==> src/rtl/ncr5380_dma_master_if.sv <==
`default_nettype none
// ============================================================================
// Module   : ncr5380_dma_master_if
// Brief    : 5380 pseudo-DMA bus port (chip select, strobes, dack/dreq, data)
// Revision : 1.0
// ============================================================================
interface ncr5380_dma_master_if;
    logic       bus_cs;
    logic [2:0] bus_rs;
    logic       ior;
    logic       iow;
    logic       dack;
    logic       dreq;
    logic [7:0] wdata;
    logic [7:0] rdata;

    modport master (
        output bus_cs, bus_rs, ior, iow, dack, wdata,
        input  dreq, rdata
    );

    modport slave (
        input  bus_cs, bus_rs, ior, iow, dack, wdata,
        output dreq, rdata
    );
endinterface
`default_nettype wire

==> src/rtl/ncr5380_dma_master.sv <==
`default_nettype none
// ============================================================================
// Module   : ncr5380_dma_master
// Brief    : Pseudo-DMA engine moving bytes between a buffer RAM and the 5380
// Revision : 1.0
// ============================================================================
module ncr5380_dma_master #(
    parameter int STROBE_CYC = 4,
    parameter int TIMEOUT    = 65535,
    parameter int AW         = 9
) (
    input  logic                 clk,
    input  logic                 reset,
    input  logic                 start,
    input  logic                 dir,
    input  logic [15:0]          len,
    input  logic                 abort,
    output logic                 busy,
    output logic                 done,
    output logic                 timeout,
    output logic [15:0]          remaining,
    ncr5380_dma_master_if.master bus,
    output logic [AW-1:0]        mem_addr,
    input  logic [7:0]           mem_rdata,
    output logic [7:0]           mem_wdata,
    output logic                 mem_we
);

    typedef enum logic [2:0] {
        S_IDLE     = 3'd0,
        S_WAIT_REQ = 3'd1,
        S_FETCH    = 3'd2,
        S_STROBE   = 3'd3,
        S_RELEASE  = 3'd4,
        S_FINISH   = 3'd5
    } state_t;

    localparam logic [3:0]  c_strobe_last = 4'(STROBE_CYC - 1);
    localparam logic [15:0] c_timer_last  = 16'(TIMEOUT - 1);

    state_t      r_state;
    logic        r_dir;
    logic [3:0]  r_scnt;
    logic [15:0] r_timer;
    logic        r_adv;

    assign bus.bus_rs = 3'b000;

    always_ff @(posedge clk) begin
        if (reset) begin
            r_state     <= S_IDLE;
            r_dir       <= 1'b0;
            r_scnt      <= 4'd0;
            r_timer     <= 16'd0;
            r_adv       <= 1'b0;
            busy        <= 1'b0;
            done        <= 1'b0;
            timeout     <= 1'b0;
            remaining   <= 16'd0;
            bus.bus_cs  <= 1'b0;
            bus.ior     <= 1'b0;
            bus.iow     <= 1'b0;
            bus.dack    <= 1'b0;
            bus.wdata   <= 8'h00;
            mem_addr    <= '0;
            mem_wdata   <= 8'h00;
            mem_we      <= 1'b0;
        end else begin
            done   <= 1'b0;
            mem_we <= 1'b0;
            r_adv  <= 1'b0;
            // Address advances one cycle after the strobe so a read-side
            // buffer write still lands on the byte's own address.
            if (r_adv) begin
                mem_addr <= mem_addr + AW'(1);
            end

            case (r_state)
                S_IDLE: begin
                    if (start) begin
                        r_dir     <= dir;
                        remaining <= len;
                        mem_addr  <= '0;
                        timeout   <= 1'b0;
                        r_timer   <= 16'd0;
                        if (len == 16'd0) begin
                            done    <= 1'b1;
                            r_state <= S_FINISH;
                        end else begin
                            busy    <= 1'b1;
                            r_state <= S_WAIT_REQ;
                        end
                    end
                end

                S_WAIT_REQ: begin
                    if (abort) begin
                        done    <= 1'b1;
                        busy    <= 1'b0;
                        r_state <= S_FINISH;
                    end else if (bus.dreq) begin
                        if (r_dir) begin
                            r_state <= S_FETCH;
                        end else begin
                            bus.bus_cs <= 1'b1;
                            bus.dack   <= 1'b1;
                            bus.ior    <= 1'b1;
                            r_scnt     <= 4'd0;
                            r_state    <= S_STROBE;
                        end
                    end else if (r_timer == c_timer_last) begin
                        timeout <= 1'b1;
                        done    <= 1'b1;
                        busy    <= 1'b0;
                        r_state <= S_FINISH;
                    end else begin
                        r_timer <= r_timer + 16'd1;
                    end
                end

                S_FETCH: begin
                    // mem_addr has been stable since before WAIT_REQ, so the
                    // RAM output already reflects it.
                    bus.wdata  <= mem_rdata;
                    bus.bus_cs <= 1'b1;
                    bus.dack   <= 1'b1;
                    bus.iow    <= 1'b1;
                    r_scnt     <= 4'd0;
                    r_state    <= S_STROBE;
                end

                S_STROBE: begin
                    if (r_scnt == c_strobe_last) begin
                        bus.bus_cs <= 1'b0;
                        bus.dack   <= 1'b0;
                        bus.ior    <= 1'b0;
                        bus.iow    <= 1'b0;
                        remaining  <= remaining - 16'd1;
                        r_adv      <= 1'b1;
                        r_timer    <= 16'd0;
                        if (!r_dir) begin
                            mem_wdata <= bus.rdata;
                            mem_we    <= 1'b1;
                        end
                        r_state <= S_RELEASE;
                    end else begin
                        r_scnt <= r_scnt + 4'd1;
                    end
                end

                S_RELEASE: begin
                    if (abort) begin
                        done    <= 1'b1;
                        busy    <= 1'b0;
                        r_state <= S_FINISH;
                    end else if (!bus.dreq) begin
                        if (remaining == 16'd0) begin
                            done    <= 1'b1;
                            busy    <= 1'b0;
                            r_state <= S_FINISH;
                        end else begin
                            r_timer <= 16'd0;
                            r_state <= S_WAIT_REQ;
                        end
                    end else if (r_timer == c_timer_last) begin
                        timeout <= 1'b1;
                        done    <= 1'b1;
                        busy    <= 1'b0;
                        r_state <= S_FINISH;
                    end else begin
                        r_timer <= r_timer + 16'd1;
                    end
                end

                S_FINISH: begin
                    r_state <= S_IDLE;
                end

                default: begin
                    r_state <= S_IDLE;
                end
            endcase
        end
    end

endmodule
`default_nettype wire
==> src/flat_wrapper.sv <==
// flat-port wrapper written by rule: the top's interface ports become plain ports
module ncr5380_dma_master_flat 
#(
    parameter int STROBE_CYC = 4,
    parameter int TIMEOUT    = 65535,
    parameter int AW         = 9
)
  (clk, reset, start, dir, len, abort, busy, done, timeout, remaining, mem_addr, mem_rdata, mem_wdata, mem_we, bus_bus_cs, bus_bus_rs, bus_ior, bus_iow, bus_dack, bus_wdata, bus_dreq, bus_rdata);
  ncr5380_dma_master_if bus_i ();
  input  logic clk;
  input  logic reset;
  input  logic start;
  input  logic dir;
  input  logic [15:0] len;
  input  logic abort;
  output logic busy;
  output logic done;
  output logic timeout;
  output logic [15:0] remaining;
  output logic [AW-1:0] mem_addr;
  input  logic [7:0] mem_rdata;
  output logic [7:0] mem_wdata;
  output logic mem_we;
  output wire logic [$bits(bus_i.bus_cs)-1:0] bus_bus_cs;
  output wire logic [$bits(bus_i.bus_rs)-1:0] bus_bus_rs;
  output wire logic [$bits(bus_i.ior)-1:0] bus_ior;
  output wire logic [$bits(bus_i.iow)-1:0] bus_iow;
  output wire logic [$bits(bus_i.dack)-1:0] bus_dack;
  output wire logic [$bits(bus_i.wdata)-1:0] bus_wdata;
  input wire logic [$bits(bus_i.dreq)-1:0] bus_dreq;
  input wire logic [$bits(bus_i.rdata)-1:0] bus_rdata;
  assign bus_bus_cs = bus_i.bus_cs;
  assign bus_bus_rs = bus_i.bus_rs;
  assign bus_ior = bus_i.ior;
  assign bus_iow = bus_i.iow;
  assign bus_dack = bus_i.dack;
  assign bus_wdata = bus_i.wdata;
  assign bus_i.dreq = bus_dreq;
  assign bus_i.rdata = bus_rdata;
  ncr5380_dma_master #(.STROBE_CYC(STROBE_CYC), .TIMEOUT(TIMEOUT), .AW(AW)) u_core (.clk(clk), .reset(reset), .start(start), .dir(dir), .len(len), .abort(abort), .busy(busy), .done(done), .timeout(timeout), .remaining(remaining), .bus(bus_i), .mem_addr(mem_addr), .mem_rdata(mem_rdata), .mem_wdata(mem_wdata), .mem_we(mem_we));
endmodule
==> config.mk <==
export PLATFORM = sky130hd
export DESIGN_NAME = ncr5380_dma_master_flat
export DESIGN_NICKNAME = d
export VERILOG_FILES = /design/src/rtl/ncr5380_dma_master_if.sv /design/src/rtl/ncr5380_dma_master.sv /design/src/flat_wrapper.sv
export SDC_FILE = /design/constraint.sdc
export NUM_CORES = 1
export LEC_CHECK = 0
export BUFFER_PORTS_ARGS = -buffer_cell sky130_fd_sc_hd__buf_2
export CAP_MARGIN = 20
export CORE_MARGIN = 2
export CORE_UTILIZATION = 50
export DETAILED_ROUTE_END_ITERATION = 12
export GPL_TIMING_DRIVEN = 0
export PLACE_DENSITY_LB_ADDON = 0.25
export SYNTH_ARGS = -nofsm -noshare
export SYNTH_HDL_FRONTEND = slang
export SYNTH_SLANG_ARGS = --single-unit
==> constraint.sdc <==
create_clock -name clk -period 2.5 [get_ports clk]
set_input_delay 0.5 -clock clk [delete_from_list [all_inputs] [get_ports clk]]
set_output_delay 0.5 -clock clk [all_outputs]
set_load 0.05 [all_outputs]
* Word level (Yosys, flattened, before mapping)
Cells that the tools add are included.
W data, S select, Z words.
** Word-level totals
- Output and inout port bits :: 52
- Word-level logic and storage cells :: 129
- Bits of input ports :: 38
- Register bits after elaboration :: 73
** Cells by class
- Multiplexer cells :: 65
- Equality and inequality tests :: 19
- Bitwise operators :: 3
- Add/sub/neg operators :: 4
- Reduce and logical (&&, ||, !) cells :: 22
** Operators with widths (number)
- $mux W16 :: 10
- $pmux W16 S4 :: 1
- $logic_not A16 Y1 :: 2
- $pmux W16 S2 :: 1
- $mux W1 :: 29
- $mux W3 :: 9
- $mux W9 :: 3
- $reduce_and A5 Y1 :: 4
- $ne A2 B2 Y1 const B :: 9
- $add A16 B1 Y16 const B :: 1
- $eq A16 B16 Y1 const B :: 1
- $mux W4 :: 4
- $sub A16 B1 Y16 const B :: 1
- $pmux W3 S5 :: 1
- $pmux W1 S3 :: 4
- $pmux W4 S3 :: 1
- $add A9 B1 Y9 const B :: 1
- $reduce_and A7 Y1 :: 1
- $eq A3 B2 Y1 const B :: 2
- $ne A3 B3 Y1 const B :: 2
- $reduce_and A2 Y1 :: 3
- $reduce_and A3 Y1 :: 2
- $reduce_and A6 Y1 :: 1
- $reduce_bool A2 Y1 :: 3
- 13 further kinds :: 17

* Depth between registers and ports, before layout
- Word-level depth :: 5
- Depth in mapped cells :: 10
- Depth with buffers taken out :: 8

* Worst setup path before layout
OpenSTA, ideal clock, no wires.
- Path type :: register -> register
- Start :: register u_core.remaining[0]
- End :: register u_core.busy
- Arrival :: 2.384 ns
- Stages on the path, launching flop included :: 10
- Required time :: 2.372 ns
- Buffers on the path :: 1
- Setup slack :: -0.012 ns
- Cell sequence :: dfxtp_1 -> inv_1 -> ha_1 -> or4b_1 -> buf_2 -> nor3b_4 -> a21oi_2 -> a2111oi_2 -> mux2i_1 -> nor2_1
** On the way
- Longest elaborated chain between the ends :: 3
** RTL lines
- from (decl) :: RTL line ncr5380_dma_master.sv:21 : output logic [15:0] remaining,
- from (signal assigned) :: RTL line ncr5380_dma_master.sv:82 : remaining <= len;
- from (signal assigned) :: RTL line ncr5380_dma_master.sv:138 : remaining <= remaining - 16'd1;
- $logic_not A16 Y1 :: RTL line ncr5380_dma_master.sv:157 : if (remaining == 16'd0) begin
- $ne A4 B3 Y1 (no source line)
- $reduce_and A5 Y1 (no source line)
- to (signal assigned) :: RTL line ncr5380_dma_master.sv:154 : busy <= 1'b0;
- to (signal assigned) :: RTL line ncr5380_dma_master.sv:159 : busy <= 1'b0;
- to (signal assigned) :: RTL line ncr5380_dma_master.sv:168 : busy <= 1'b0;
- to (decl) :: RTL line ncr5380_dma_master.sv:18 : output logic busy,
Every way passes these cells.
A chain may end at the register's enable or synchronous reset.

* Worst setup path in the final report
- Start :: register u_core.remaining[1]
- End :: register u_core.busy
Same word-level chain as after synthesis.

==> run_results.csv <==
group,metric,value,unit
clock_network,cts_buffers,9,
clock_network,clockBufferDepth,2,
logic_synthesis,ys_types,56,
timing,whs,0.370,ns
min_path,hold_class,"in2reg",
cells_and_area,layout_common_cells,"86 x buf_2, 71 x dfxtp_1, 63 x nor2_1",
global_routing,track_usage,0.252,
logic_synthesis,async_reset_ff_frac,0,
power,combPwrFrac,0.255,
timing,slew_viol_final,0,
logic_synthesis,yosys.area.top_type_share,0.395,
cells_and_area,layout_commonest_cell,"buf_2",
logic_synthesis,synth_warnings,0,
global_routing,grt-ovfl-total,0,
clock_network,path_clk_slew,0.08,ns
worst_setup_path,cp.required,2.73,ns
worst_setup_path,path_max_fanout,5,
logic_synthesis,synth_top_area_cell,"dfxtp_1",
worst_setup_path,crit_path_end_kind,"flop",
power,cellLeakagePower,0.00189,uW
global_routing,grt_max_degree,13,
cells_and_area,nNetsFinal,629,
floorplanning,core,7210,um^2
power,total_power,3370,uW
drt,routed_via_density,5.69,
clock_network,hold_buffers,0,
timing,post-route-period-util,0.967,
timing,maxSlewHeadroom,0.370,
floorplanning,die_w,90.1,um
drt,dr_total_vias,3921,
power,p_sw,1100,uW
clock_network,htreeDepth,3,
worst_setup_path,reg2reg_to,"u_core.busy",
min_path,holdPathEnd,"u_core.bus.wdata[6]",
min_path,holdCritStartpoint,"mem_rdata[6]",
drt,wl_per_cell,14.8,um
timing,setup_viol,0,
worst_setup_path,reg2reg_depth,9,
power,power_density,730,nW/um^2
cells_and_area,finalInstanceArea,4620,um^2
timing,worstMarginPinSlew,0.932,ns
global_routing,grt_pass1_wl,16900,um
cells_and_area,utilization,0.640,
drt,final_antenna_net_count,0,
logic_synthesis,seq_area_frac_synth,0.395,
place,dp_hpwl,7130,um
logic_synthesis,ys_seq_elements,73,
cells_and_area,area.growth.synth_to_final,24.8,%
power,internal_power,2270,uW
floorplanning,boundaryPins,90,
logic_synthesis,avgSynthCellArea,7.65,um^2
logic_synthesis,netlist_area,3700,um^2
timing,max_freq,0.414,GHz
worst_setup_path,path_class,"reg2reg",
logic_synthesis,syn-instance-count,484,
floorplanning,initial_core_util,0.513,
logic_synthesis,ys_top_cells_by_area,"dfxtp_1 39%, a21oi_1 7.4%, nor2_1 6.4%, nand2_1 6.2%, o21ai_0 4.7%",
power,pwr-share-clk,0.361,
run_status,status,"complete, no violations",
drt,drt-pass1-iter-count,5,
place,post_dp_cell_area,4260,um^2
logic_synthesis,synth_ff_type,"dfxtp_1",
clock_network,cts-root-buf,"clkbuf_8",
worst_setup_path,critical_path_arrival,2.65,ns
clock_network,cts_tree,"done",
cells_and_area,n_antenna_cell,0,
floorplanning,die_h,90.1,um
power,swShare,0.326,
clock_network,cts_sinks,73,
timing,period_needed,2.42,ns
place,numPortBuffers,85,
floorplanning,core.rowCount,31,
drt,wirelength,10200,um
place,gp_congestion,0.902,
timing,fin_skew,0.0110,ns
power,p_seq_frac,0.384,
drt,drc,0,
worst_setup_path,r2r_slack,0.08,ns
global_routing,antenna_found_initial,0,
min_path,hold_depth,3,
floorplanning,dieArea,8110,um^2
worst_setup_path,worst_setup_path_start_kind,"flop",
power,irDropWorstVdd,0.448,mV
flow_run,max_cap_violations,0,
global_routing,grt_pass1_vias,3653,
drt,drt_iter0_markers,263,
clock_network,clk_latency,0.36,ns
logic_synthesis,synth-edff-count,0,
worst_setup_path,reg2reg_from,"u_core.remaining[1]",
timing,hold_violations,0,
cells_and_area,post_route_cells_drive_above_1_share,0.215,
power by group through the flow:
stage	Combinational [uW]	Clock (uW)	Sequential (uW)
2_1_floorplan	440	0	1450
3_3_place_gp	769	0	1310
3_5_place_dp	782	0	1320
4_1_cts	795	1230	1290
5_1_grt	930	1280	1300
6_report	860	1220	1300
state kept, by name, indices dropped and copies added, names as in the netlist, 3 cells and up:
name	cells
u_core.r_timer	16
u_core.remaining	16
u_core.mem_addr	9
u_core.bus.wdata	8
u_core.mem_wdata	8
u_core.r_scnt	4
u_core.r_state	3
area by class of cell:
type / instances / area (um^2)
Buffer: 34 / 169
Clock buffer: 10 / 128
Clock inverter: 5 / 129
Fill cell: 665 / 2590
Inverter: 8 / 32.5
Multi-Input combinational cell: 371 / 2120
Sequential cell: 73 / 1470
Tap cell: 99 / 124
Timing Repair Buffer: 89 / 455
cell usage after synthesis (2+ instances only):
cell        n
xor2_1     14
nand4b_1    2
o21ai_0    35
and3_1      7
buf_1       2
nand3_1    15
nor4_1     11
nand2b_1    9
nor2_1     63
o31ai_1     4
a221oi_1    2
and4_1      3
dfxtp_1    73
a21oi_1    55
a2bb2oi_1   3
nand4_1    11
a31oi_1     3
clkbuf_1   24
a22oi_1     6
or4_1       3
a21o_1      3
nor2b_1     3
nor3_1      8
nand2_1    61
xnor2_1     4
inv_1       8
a211oi_1    8
buf_4       4
mux2i_1     2
ha_1        5
buf_2       4
or3_1       5
metal layers:
layer / part of all wire / vias to the layer above / GRT usage
li1: - / 1921 / -
met1: 0.45 / 1813 / 0.322
met2: 0.48 / 171 / 0.411
met3: 0.063 / 16 / 0.0545
met4: 0.016 / 0 / 0.106
met5: 0 / - / 0
metrics by stage:
step	TNS (ns)	setup WS, ns	std cells
after floorplan	0	0.0416	486
after global placement	0	0.0117	670
after detailed placement	-0.371	-0.0847	670
after CTS	0	0.0179	685
after global routing	-0.0218	-0.0204	689
final	0	0.0836	689
worst max-delay path: stages (launching register included):
cell and delay [ns]:
dfxtp_2 0.35, inv_2 0.07, ha_4 0.15, or4b_4 0.47, buf_6 0.14, nor3b_4 0.29, a21oi_2 0.12, a2111oi_4 0.40
mux2i_1 0.24, nor2_1 0.06
how the worst max path moves through the flow:
stage | from | to | cells after the start
2_1_floorplan | u_core.remaining[1] | u_core.busy | 9
3_3_place_gp | u_core.remaining[0] | u_core.busy | 9
3_5_place_dp | u_core.remaining[0] | u_core.busy | 9
4_1_cts | u_core.remaining[0] | u_core.r_timer[3] | 10
5_1_grt | u_core.remaining[1] | u_core.busy | 9
6_report | u_core.remaining[1] | u_core.busy | 9
cell families after synthesis:
kind of cell	after synthesis	synth area share
AND/OR/NAND/NOR	211	0.278
buffers and inverters	42	0.0480
multiplexers	2	0.00541
adder cells (fa/ha/maj)	5	0.0169
flip-flops	73	0.395
AO/OA/AOI/OAI	132	0.214
XOR/XNOR	18	0.0426
other	1	0.00101
timing repair:
item | in CTS | in global routing
pin swaps | 2 | 4
resized for setup | 4 | 20
setup buffers | 0 | 4
setup endpoints to repair | 13 | 17
hold endpoints to repair | 0 | 0
No activity file was read; power rests on OpenSTA's default activity.
